$ cat config.mk
export PLATFORM = sky130hd
export DESIGN_NAME = bram_initiator
export DESIGN_NICKNAME = d
export VERILOG_FILES = /design/src/rtl/bram_initiator.sv
export SDC_FILE = /design/constraint.sdc
export NUM_CORES = 1
export LEC_CHECK = 0
export BUFFER_PORTS_ARGS = -buffer_cell sky130_fd_sc_hd__buf_2
export CAP_MARGIN = 10
export CORE_MARGIN = 8
export CORE_UTILIZATION = 40
export CTS_CLUSTER_SIZE = 24
export DETAILED_ROUTE_END_ITERATION = 7
export PLACE_DENSITY = 0.7
export SLEW_MARGIN = 20
export SYNTH_ARGS = -nofsm -noshare
export SYNTH_HDL_FRONTEND = slang
export SYNTH_SLANG_ARGS = --single-unit
$ cat constraint.sdc
create_clock -name clk -period 5.7 [get_ports clk]
set_clock_uncertainty 0.2 [all_clocks]
set_input_delay 0.285 -clock clk [delete_from_list [all_inputs] [get_ports clk]]
set_output_delay 0.285 -clock clk [all_outputs]
set_load 0.02 [all_outputs]
$ cat src/rtl/bram_initiator.sv
// bram_initiator: request/response front end driving a single-port block RAM with one outstanding read.
// Define BRAM_INITIATOR_CLEAR_EN to zero the whole RAM after every reset (CLEAR state, busy high).
module bram_initiator #(
  parameter int DATA_W = 33,
  parameter int ADDR_W = 33,
  parameter int DEPTH  = 1024
) (
  input  logic              clk,
  input  logic              rst,
  input  logic              req_valid,
  output logic              req_ready,
  input  logic              req_we,
  input  logic [ADDR_W-1:0] req_addr,
  input  logic [DATA_W-1:0] req_wdata,
  output logic              rsp_valid,
  input  logic              rsp_ready,
  output logic [DATA_W-1:0] rsp_rdata,
  output logic              rsp_err,
  output logic              ram_en,
  output logic              ram_we,
  output logic [ADDR_W-1:0] ram_addr,
  output logic [DATA_W-1:0] ram_di,
  input  logic [DATA_W-1:0] ram_dout,
  output logic              busy
);
  typedef enum logic [1:0] {
`ifdef BRAM_INITIATOR_CLEAR_EN
    CLEAR,
`endif
    IDLE,
    RD_WAIT,
    RSP
  } state_t;
  localparam logic [ADDR_W:0] DEPTH_W = (ADDR_W+1)'(DEPTH);
`ifdef BRAM_INITIATOR_CLEAR_EN
  localparam state_t RST_ST = CLEAR;
`else
  localparam state_t RST_ST = IDLE;
`endif
  state_t state, nxt;
  logic [ADDR_W-1:0] addr_q;
  logic [DATA_W-1:0] di_q;
  logic accept, in_range, acc_ok, clr, last;
  // accept is masked by rst so no RAM access can leak out while reset is held
  assign accept   = req_valid & req_ready & ~rst;
  assign in_range = {1'b0, req_addr} < DEPTH_W;
  assign acc_ok   = accept & in_range;
`ifdef BRAM_INITIATOR_CLEAR_EN
  logic [ADDR_W-1:0] cnt;
  assign clr  = (state == CLEAR) & ~rst;
  assign last = cnt == ADDR_W'(DEPTH - 1);
  always_ff @(posedge clk or posedge rst)
    if (rst) cnt <= '0;
    else if (clr) cnt <= cnt + 1'b1;
`else
  assign clr  = 1'b0;
  assign last = 1'b0;
`endif
  always_ff @(posedge clk or posedge rst)
    if (rst) state <= RST_ST;
    else state <= nxt;
  always_comb begin
    nxt = state;
    case (state)
`ifdef BRAM_INITIATOR_CLEAR_EN
      CLEAR:   nxt = last ? IDLE : CLEAR;
`endif
      IDLE:    nxt = (accept & ~req_we) ? (in_range ? RD_WAIT : RSP) : IDLE;
      RD_WAIT: nxt = RSP;
      RSP:     nxt = rsp_ready ? IDLE : RSP;
      default: nxt = IDLE;
    endcase
  end
  always_comb begin
    req_ready = state == IDLE;
    rsp_valid = state == RSP;
    busy      = clr;
    ram_en    = acc_ok | clr;
    ram_we    = (acc_ok & req_we) | clr;
`ifdef BRAM_INITIATOR_CLEAR_EN
    ram_addr  = clr ? cnt : acc_ok ? req_addr : addr_q;
`else
    ram_addr  = acc_ok ? req_addr : addr_q;
`endif
    ram_di    = clr ? '0 : acc_ok ? req_wdata : di_q;
  end
  always_ff @(posedge clk or posedge rst)
    if (rst) begin
      addr_q    <= '0;
      di_q      <= '0;
      rsp_rdata <= '0;
      rsp_err   <= 1'b0;
    end else begin
      if (ram_en) begin
        addr_q <= ram_addr;
        di_q   <= ram_di;
      end
      if (state == RD_WAIT) begin
        rsp_rdata <= ram_dout;
        rsp_err   <= 1'b0;
      end else if (state == IDLE && accept && !req_we && !in_range) begin
        rsp_rdata <= '0;
        rsp_err   <= 1'b1;
      end
    end
endmodule

==> impl_metrics.csv <==
group,metric,value,unit
run_status,status,"finished with violations",
run_status,violations,"negative hold slack",
sta,max_slew_margin,0.3018,
worst_hold_path,hold_path.class,"in -> reg",
cts,clk_pin_slew,0.06,ns
sta,fmax,298.2,MHz
detailed_routing,drt_pass1_iterations,4,
setup_path,cp.required,5.22,ns
logic_synthesis,async_flop_share,1.000,
cts,cts_htree_levels,3,
sta,grt_setup_unrepaired,"false",
detailed_routing,wirelength,12390,um
final_layout,area_growth,46.62,%
logic_synthesis,ys_top_cells_by_area,"dfrtp_1 57%, mux2_2 21%, nor2b_1 6.7%",
place,port_buffers,207,
logic_synthesis,synth_area,4503,um2
detailed_routing,drt-initial-drc-count,167,
final_layout,drive_above_1_share,0.4831,
setup_path,rr_worst_depth,4,
global_route,antenna_found_initial,0,
floorplanning,start_util,0.4118,
logic_synthesis,avgSynthCellArea,11.76,um2
setup_path,rrSetupSlack,3.10,ns
logic_synthesis,syn_inst,383,
global_route,grt.overflow.total,0,
setup_path,r2r_end,"rsp_rdata[17]",
setup_path,arrival,2.87,ns
floorplanning,die_x,122.1,um
detailed_routing,drc,0,
sta,hold_viol,1,
place,dp.cells,708,
floorplanning,io_pins,209,
floorplanning,die_y,122.1,um
final_layout,instances_no_fill,790,
final_layout,fin_area,6603,um2
flow_run,max_cap_viol_count,0,
pwr,p_leak,3.647,nW
cts,cts.sinks,102,
detailed_routing,ant_nets,0,
cts,numCtsBuffers,9,
setup_path,critPathCaptureType,"output pin",
worst_hold_path,hold_depth,3,
logic_synthesis,synth_common_cells,"102 x dfrtp_1, 84 x mux2_2, 67 x nand2_1",
sta,setup_viol,0,
sta,final_max_slew_viol_count,0,
detailed_routing,vias_per_cell,4.710,
sta,tightestPinTransition,1.047,ns
logic_synthesis,ys.flop_type,"dfrtp_1",
sta,finalCriticalPeriod,3.353,ns
place,hpwl,8609,um
place,dpl-instance-area,5635,um2
floorplanning,fp.dieArea,14910,um2
final_layout,fin_util,0.6038,
setup_path,crit_type,"in -> out",
logic_synthesis,yosys.cell_count.top_type,"dfrtp_1",
setup_path,crit_fanout,132,
floorplanning,rows,38,
sta,min_period_over_period,0.5883,
global_route,grt_pass1_vias,4098,
cts,clock_latency,0.33,ns
logic_synthesis,synth-seq-cells,102,
global_route,grt_util_all_layers,0.1643,
place,gp_congestion,0.7817,
sta,worst_slack,2.347,ns
global_route,grt_max_degree,133,
logic_synthesis,yosys.area.top_type,"dfrtp_1",
detailed_routing,via_count,3721,
global_route,grt_pass1_wl,20020,um
pwr,powerDensity,220.1,nW/um2
setup_path,crit_start,"rst",
place,pre_cts_ws,2.852,ns
logic_synthesis,ys_types,22,
logic_synthesis,yosys_warnings,0,
logic_synthesis,synth_edf_count,0,
final_layout,finalNetCount,749,
setup_path,reg2reg_from,"state[1]",
detailed_routing,wire_per_inst,15.68,um
final_layout,antenna_cells,0,
cts,cts_buffer_depth,2,
setup_path,cp-start-kind,"input port",
cts,cts_tree,"built",
logic_synthesis,synth_top_area_frac,0.5668,
cts,cts_root_buf,"clkbuf_16",
sta,setup_tns,0,ns
logic_synthesis,syn_nets,487,
worst_hold_path,hp-start,"ram_dout[15]",
logic_synthesis,ys_seq_area_frac,0.5668,
floorplanning,coreArea,10940,um2
worst_hold_path,min_to,"rsp_rdata[15]",
sta,fin_hold_ws,-0.002360,ns
pwr,vdd_drop_max,0.1253,mV
-- cell families after synthesis --
group	share of synthesized area
compound gates	0.04196
flops	0.5668
buf+inv	0.02973
mux	0.2151
other cells	0.0008328
simple gates	0.1456
-- metrics by stage --
step                total power, W  hold slack, ns
floorplan                0.0007664          0.1577
global placement         0.0008129          0.2303
detailed placement       0.0008151          0.2313
CTS                       0.001470       0.0004271
global route              0.001508        0.003381
finish                    0.001453       -0.002360
-- flip-flops by register name (all words and copies together), names as in the netlist --
| register | count |
|---|---|
| di_q | 33 |
| state | 2 |
| rsp_err | 1 |
| addr_q | 33 |
| rsp_rdata | 33 |
-- final cells by class --
cell class	instances	area, um2
fillers	877	4333
clock inverters	5	63.81
inverters	2	10.01
well taps	140	175.2
flip-flops and latches	102	2552
multi-input cells	253	1819
clock buffers	11	242.7
repair buffers	277	1739
-- layer usage --
layer	share of wire	track usage	wire length, um	vias up
met4	0.0076	0.03503	94	0
met3	0.11	0.07034	1392	7
met1	0.40	0.1960	5006	1737
li1	-	-	-	1806
met5	0	0	0	-
met2	0.48	0.2709	5892	171
-- what timing repair did --
action	4_1_cts	5_1_grt
hold endpoints to repair	118	0
setup buffers	0	0
hold buffers	66	0
gates resized for setup	0	0
-- cell usage in the layout, fill, tap and decap left out --
cell type | synthesis | layout
a211o_1 | 1 | 1
a21o_1 | 1 | 1
and2_1 | 1 | 1
buf_12 | 0 | 1
buf_2 | 5 | 207
buf_4 | 6 | 3
bufinv_16 | 0 | 1
clkbuf_1 | 15 | 1
clkbuf_16 | 0 | 9
clkbuf_8 | 0 | 1
clkinv_4 | 0 | 1
clkinvlp_4 | 0 | 1
conb_1 | 1 | 1
dfrtp_1 | 102 | 102
dlygate4sd3_1 | 0 | 66
inv_1 | 2 | 1
inv_4 | 0 | 1
inv_6 | 0 | 2
mux2_1 | 2 | 2
mux2_2 | 84 | 84
nand2_1 | 67 | 67
nand2b_1 | 1 | 1
nand4_1 | 1 | 1
nor2_1 | 2 | 2
nor2b_1 | 48 | 47
nor2b_2 | 0 | 1
nor3_1 | 2 | 2
nor3_4 | 1 | 1
nor4_1 | 6 | 6
o21a_1 | 1 | 1
o21ai_0 | 33 | 33
or4b_4 | 1 | 1
-- worst max path at each step --
| stage | endpoint | slack, ns |
|---|---|---|
| floorplan | addr_q[0] | 2.54 |
| global placement | ram_addr[4] | 2.90 |
| detailed placement | ram_di[24] | 2.85 |
| CTS | ram_di[24] | 2.37 |
| global route | ram_addr[1] | 2.28 |
| finish | ram_di[25] | 2.35 |
-- power breakdown --
group	switching [W]	total, W	leakage (nW)	internal [W]
Sequential	0.00000219	0.000728	1.42	0.000726
Clock	0.000260	0.000617	0.147	0.000357
Combinational	0.0000468	0.000108	2.08	0.0000610
-- critical path: stages --
cell and delay [ns]:
dlygate4sd3_1 0.53, buf_2 0.14, or4b_4 0.52, nor3_4 0.23, buf_12 0.43, mux2_2 0.41, buf_2 0.16
(Power assumes the default switching activity.)
